$ cat config.mk
export PLATFORM = sky130hd
export DESIGN_NAME = adder_sum_accumulator
export DESIGN_NICKNAME = d
export VERILOG_FILES = /design/src/rtl/adder_pkg.sv /design/src/rtl/adder_sum_accumulator.sv
export SDC_FILE = /design/constraint.sdc
export NUM_CORES = 1
export LEC_CHECK = 0
export CAP_MARGIN = 30
export CORE_AREA = 2 2 62 64
export CTS_CLUSTER_SIZE = 20
export DETAILED_ROUTE_END_ITERATION = 8
export DIE_AREA = 0 0 64 66
export PLACE_DENSITY = 0.76
export SYNTH_ARGS = -nofsm -noshare
export SYNTH_HDL_FRONTEND = slang
export SYNTH_SLANG_ARGS = --single-unit
$ cat constraint.sdc
create_clock -name clk -period 2.54 [get_ports clk]
set_input_delay 0.508 -clock clk [delete_from_list [all_inputs] [get_ports clk]]
set_output_delay 0.508 -clock clk [all_outputs]
set_load 0.03 [all_outputs]
$ cat src/rtl/adder_pkg.sv
// Shared adder-path definitions: default widths, accumulator FSM states, result record.
// Latency: n/a (types and constants only).
// Backpressure: n/a.
package adder_pkg;

  // Default adder sum width and frame length.
  localparam int DEF_WIDTH = 4;
  localparam int DEF_N     = 4;
  // Wide enough for N results of (WIDTH+1) bits each, so a frame total never wraps.
  localparam int DEF_ACC_W = DEF_WIDTH + 1 + $clog2(DEF_N);

  // Accumulator FSM: ACCUM gathers results, HOLD presents a finished frame total.
  typedef enum logic [0:0] {
    ACCUM = 1'b0,
    HOLD  = 1'b1
  } state_e;

  // One adder result as produced by the adder stage.
  typedef struct packed {
    logic                 carry;
    logic [DEF_WIDTH-1:0] sum;
  } result_t;

endpackage

$ cat src/rtl/adder_sum_accumulator.sv
// Sums N consecutive adder results {carry, sum} into a frame total on a valid/ready port.
// Latency: out_valid rises the cycle after the N-th accepted result; HOLD overlaps next frame's first input.
// Backpressure: while a total is held, in_ready follows out_ready combinationally; out_acc stays frozen.
module adder_sum_accumulator
  import adder_pkg::*;
#(
  parameter int WIDTH = DEF_WIDTH,
  parameter int N     = DEF_N,
  parameter int ACC_W = WIDTH + 1 + $clog2(N)
) (
  input  logic             clk,
  input  logic             rst,
  input  logic             clear,
  input  logic             in_valid,
  output logic             in_ready,
  input  logic [WIDTH-1:0] in_sum,
  input  logic             in_carry,
  output logic             out_valid,
  input  logic             out_ready,
  output logic [ACC_W-1:0] out_acc,
  output logic [15:0]      out_frames
);

  localparam int CNT_W = $clog2(N);
  localparam logic [CNT_W-1:0] LAST_CNT = CNT_W'(N - 1);

  state_e           state;
  logic [ACC_W-1:0] acc;
  logic [CNT_W-1:0] cnt;
  logic [ACC_W-1:0] value;
  logic             in_hs;
  logic             out_hs;

  // Carry becomes the MSB of the result; zero-extend to accumulator width.
  assign value = ACC_W'({in_carry, in_sum});

  // Ready depends only on state and downstream ready, never on in_valid.
  assign in_ready = (state == HOLD) ? out_ready : 1'b1;
  assign in_hs    = in_valid && in_ready;
  assign out_hs   = out_valid && out_ready;

  // Frame FSM, running sum, result counter, registered output and frame counter.
  always_ff @(posedge clk or negedge rst) begin
    if (!rst) begin
      state      <= ACCUM;
      acc        <= '0;
      cnt        <= '0;
      out_valid  <= 1'b0;
      out_acc    <= '0;
      out_frames <= '0;
    end else if (clear) begin
      // Flush wins over both handshakes; out_acc and out_frames keep their values.
      state     <= ACCUM;
      acc       <= '0;
      cnt       <= '0;
      out_valid <= 1'b0;
    end else if (state == ACCUM) begin
      if (in_hs) begin
        if (cnt == LAST_CNT) begin
          out_acc   <= acc + value;
          out_valid <= 1'b1;
          acc       <= '0;
          cnt       <= '0;
          state     <= HOLD;
        end else begin
          acc <= acc + value;
          cnt <= cnt + 1'b1;
        end
      end
    end else begin
      // HOLD: a result can only arrive together with the output handshake,
      // and it becomes the first element of the next frame.
      if (out_hs) begin
        out_valid  <= 1'b0;
        out_frames <= out_frames + 16'd1;
        state      <= ACCUM;
        if (in_hs) begin
          acc <= value;
          cnt <= CNT_W'(1);
        end else begin
          acc <= '0;
          cnt <= '0;
        end
      end
    end
  end

endmodule

### Word-level counts from Yosys, hierarchy flattened

Cells that the tools add are included.

| word-level totals | value |
|---|---|
| register bits | 34 |
| bits of input ports | 10 |
| logic and storage cells | 44 |

| operators by class | value |
|---|---|
| bitwise operators | 2 |
| muxes and demuxes | 23 |
| $add $sub $neg | 3 |
| reductions and logical operators | 8 |
| eq/ne operators | 2 |

Operators with widths:

| operator | number |
|---|---|
| two-way mux 7 bit | 5 |
| adder 16 x 1 -> 16 bit (second input constant) | 1 |
| two-way mux 1 bit | 12 |
| two-way mux 2 bit | 5 |
| adder 7 x 5 -> 7 bit | 1 |
| AND reduction 3 bit | 2 |
| nonzero test 3 bit | 2 |
| two-way mux 5 bit | 1 |
| AND reduction 4 bit | 1 |
| != test 3 x 2 -> 1 bit (second input constant) | 1 |
| adder 2 x 1 -> 2 bit (second input constant) | 1 |
| == test 2 bit (second input constant) | 1 |
| logical AND 1 bit | 2 |
| NOT 1 bit | 2 |
| AND reduction 2 bit | 1 |

### Depth between registers and ports, before layout

| depth | value |
|---|---|
| word-level depth | 6 |
| mapped depth | 6 |
| gate-level depth less buffers | 6 |

### Worst setup path after synthesis

Ideal clock, no wire load.

| timing path | value |
|---|---|
| path type | input to register |
| start | input in_sum[0] |
| end | register out_acc[6] |
| data arrival time | 2.003 ns |
| stages | 6 |
| setup time | 0.124 ns |
| path buffers | 0 |
| slack | 0.413 ns |
| data required time | 2.416 ns |
| path through | ha_1 > fa_1 > a211o_1 > a21o_1 > and3_1 > o31a_1 |

| on the way | value |
|---|---|
| longest elaborated chain between the ends | 1 |

Ends and longest elaborated chain:

| item | RTL line | source |
|---|---|---|
| from (decl) | adder_sum_accumulator.sv:16 | `input logic [WIDTH-1:0] in_sum,` |
| adder 7 x 5 -> 7 bit | adder_sum_accumulator.sv:60 | `out_acc <= acc + value;` |
| to (signal assigned) | adder_sum_accumulator.sv:60 |  |
| to (decl) | adder_sum_accumulator.sv:20 | `output logic [ACC_W-1:0] out_acc,` |

No other way between the ends.
A chain may end at the register's enable or synchronous reset.

### Worst setup path in the final report

| timing path | value |
|---|---|
| start | input out_ready |
| end | output in_ready |

| on the way | value |
|---|---|
| longest elaborated chain between the ends | 1 |

Ends and longest elaborated chain:

| item | RTL line | source |
|---|---|---|
| from (decl) | adder_sum_accumulator.sv:19 | `input logic out_ready,` |
| two-way mux 1 bit | adder_sum_accumulator.sv:38 | `assign in_ready = (state == HOLD) ? out_ready : 1'b1;` |
| to (decl) | adder_sum_accumulator.sv:15 | `output logic in_ready,` |

No other way between the ends.

==> key figures <==
Critical path
  – Startpoint Class: input port
  – CP max-delay cell: clkdlybuf4s50_1
  – Worst setup EP type: primary output
  – CP Cell Sequence: clkdlybuf4s50_1 -> nand2b_1 -> clkdlybuf4s50_1
  – CP required: 2.03 ns
  – Most numerous cell on the critical path: clkdlybuf4s50_1
  – Critical Path Max Stage Delay: 0.68 ns
  – CP bufs+invs: 2
  – Worst reg2reg setup slack: 0.52 ns
  – CP delay by family, top: buffers and inverters
  – CP Class: input port to primary output
  – Worst path arrival time: 1.78 ns
  – Worst Path Max Fanout: 2

Finish
  – Area of the multi-input gates: 828 um^2
  – Non-Filler Instances: 258
  – Nets: 228
  – Register area: 851 um^2
  – Area Growth Syn to Fin: 29.9%
  – Ant. Diodes: 0
  – Fillers: 299
  – Layout cells sized above 1: 11.4%

Clock tree
  – Post-CTS sizing: 0
  – Hold_buf cts: 0
  – Clock Sinks: 34
  – Max clock buf depth: 2
  – Clock transition at the registers of the reported paths: 0.11 ns
  – CTS root buffer: clkbuf_4
  – CTS tree: yes
  – CTS HTree Levels: 2
  – Total CTS buffers: 5
  – Clk Latency, worst-skew pair: 0.34 ns
  – Post-CTS Setup Inserts: 0

Synthesis
  – XOR/XNOR share of the synthesized area: 9.20%
  – Multiplexer area fraction after synthesis: 1.31%
  – Synth Instances: 161
  – FFs w/ async S/R, synth: 100%
  – Synth Area in Adders: 6.28%
  – Compound-cell area share of the yosys netlist: 13.4%
  – Seq/Total Area, Yosys: 49.7%
  – Synth Area in Simple Gates: 18.2%
  – Yosys reg bits: 34
  – Avg Cell Area, Syn: 10.6 um^2
  – Yosys warns: 0
  – Synth Cell Area: 0.00171 mm^2
  – Ys flop type: dfrtp_1
  – Net count after synthesis: 179
  – Largest family of logic cells by synthesized area: simple AND/OR/NAND/NOR gates
  – Number of flops mapped to enable cells by yosys: 0
  – Synth unique cells: 37

Placed design
  – Cells after DPL: 251
  – Final GP Congestion: 0.813
  – Pre-CTS setup slack: -0.0348 ns
  – Post-DP HPWL: 2680 um
  – IO Port Bufs: 34

Floorplanning
  – Initial Util: 48.2%
  – Core area: 0.00355 mm^2
  – Die area: 0.00422 mm^2
  – # rows: 22
  – Die width: 64 um
  – Die Y-Extent: 66 um
  – # IOs: 35

Timing
  – Ratio of final minimum period to clock period: 90.2%
  – Period minus WS final: 2.29 ns
  – Fmax: 0.436 GHz
  – WHS: 0.473 ns
  – Final setup margin: 0.248 ns
  – Max-slew violation count: 0
  – Setup violations, final: 0
  – Worst-margin pin slew: 0.467 ns
  – Post-Route Skew: 0.00998 ns
  – RSZ-0062 raised after global routing: false
  – Final Hold Vio Count: 0
  – Rel. slew slack: 68.0%

Detailed routing
  – Routed WL per cell: 13.7 um
  – DRT Pass-1 Iters: 4
  – Antenna Nets Post-Route: 0
  – Final wirelength: 3530 um
  – Routed vias/inst: 5.53
  – Via Count: 1426
  – 1st-iter DRT viols: 92
  – DRC viols: 0

GRT
  – Vias in the first global route: 1459
  – Pin count of the biggest net entering global routing: 35
  – Initial antenna violation count: 0
  – Global route overflow: 0
  – Global-route wire length before repair: 6300 um
  – Global-route usage over all layers: 19.3%

Pwr
  – Tot Pwr: 1.16 mW
  – Maximum vdd drop: 343 uV
  – Pleak: 1.07 nW
  – Total power per unit cell area: 521 mW/mm^2

Run
  – Max-cap violation count: 0

Min path
  – Worst min-delay path class: flip-flop to flip-flop

Status
  – Status: finished clean
[cells by family after synthesis]
kind of cell	after synthesis
AND/OR/NAND/NOR	60
flip-flops	34
AO/OA/AOI/OAI	32
XOR/XNOR	18
adder cells (fa/ha/maj)	8
buffers and inverters	7
multiplexers	2
[sequential cells by signal (all words and copies together) (netlist names)]
name        count
out_frames     16
out_valid       1
state           1
acc             7
cnt             2
out_acc         7
[layer usage]
metal / share of wire [%] / global-route usage [%] / vias to the layer above
li1: - / - / 677
met1: 41 / 21.1 / 704
met2: 53 / 34.8 / 39
met3: 4.4 / 6.64 / 6
met4: 1.5 / 6.52 / 0
met5: 0 / 0 / -
[cell type report]
type | instances | share of cell area, %
clock buffers | 5 | 1.69
multi-input cells | 120 | 37.2
flip-flops and latches | 34 | 38.2
inverters | 4 | 0.675
well taps | 48 | 2.70
clock inverters | 2 | 0.450
repair buffers | 45 | 19.0
[placed cells by master (no fill, tap or decap), types with 5 or more instances in the layout]
cell / netlist / layout
nand2_1: 21 / 21
ha_1: 7 / 7
o21ai_0: 7 / 7
xnor2_1: 11 / 11
a22oi_1: 6 / 6
nand3_1: 11 / 11
clkbuf_4: 0 / 5
buf_4: 0 / 11
dfrtp_1: 34 / 34
clkdlybuf4s50_1: 0 / 34
xor2_1: 7 / 7
nor2_1: 7 / 7
[Yosys cell counts, types with 2 or more instances]
cell	count	share of area, %
a21o_1	3	1.3
nand2b_1	2	0.73
nand3_1	11	3.2
nor2_1	7	1.5
and3_1	4	1.5
a22oi_1	6	2.6
xor2_1	7	3.6
mux2_2	2	1.3
inv_1	4	0.88
o21ai_0	7	2.0
o21a_1	3	1.3
a21oi_1	3	0.88
clkbuf_1	2	0.44
dfrtp_1	34	50
xnor2_1	11	5.6
nand4_1	4	1.5
a211o_1	2	1.0
nand2_1	21	4.6
ha_1	7	5.1
nor4_1	2	0.73
nor3_1	3	0.88
[where the power goes]
group	switching, mW	internal (mW)	total, mW
clock	0.182	0.0994	0.282
sequential	0.0251	0.578	0.604
combinational	0.149	0.126	0.275
total	0.356	0.804	1.16
[metrics by stage]
step                      TNS [ns]  area (um^2)  util (%)
after global routing             0         2220      62.6
after floorplan                  0         1710         -
final                            0         2220      62.6
after global placement    -0.00633         2180      61.3
after CTS                        0         2220      62.6
after detailed placement   -0.0597         2180      61.3
[worst register-to-register path: stages (launching register included)]
cell and delay [ns]:
dfrtp_1 0.39, ha_1 0.21, fa_1 0.39, a211o_1 0.32, a2111oi_0 0.46, a31oi_1 0.08
nand3_1 0.11
[worst paths after layout]
check	start	endpoint	cells after the start
min	out_frames[15]	out_frames[15]	1
max in group asynchronous	rst	out_valid	2
max reg2reg	acc[0]	acc[6]	6
min reg2reg	out_frames[15]	out_frames[15]	1
min in group asynchronous	rst	out_frames[15]	2
max	out_ready	in_ready	3
Power figures use the tool's default switching activity.
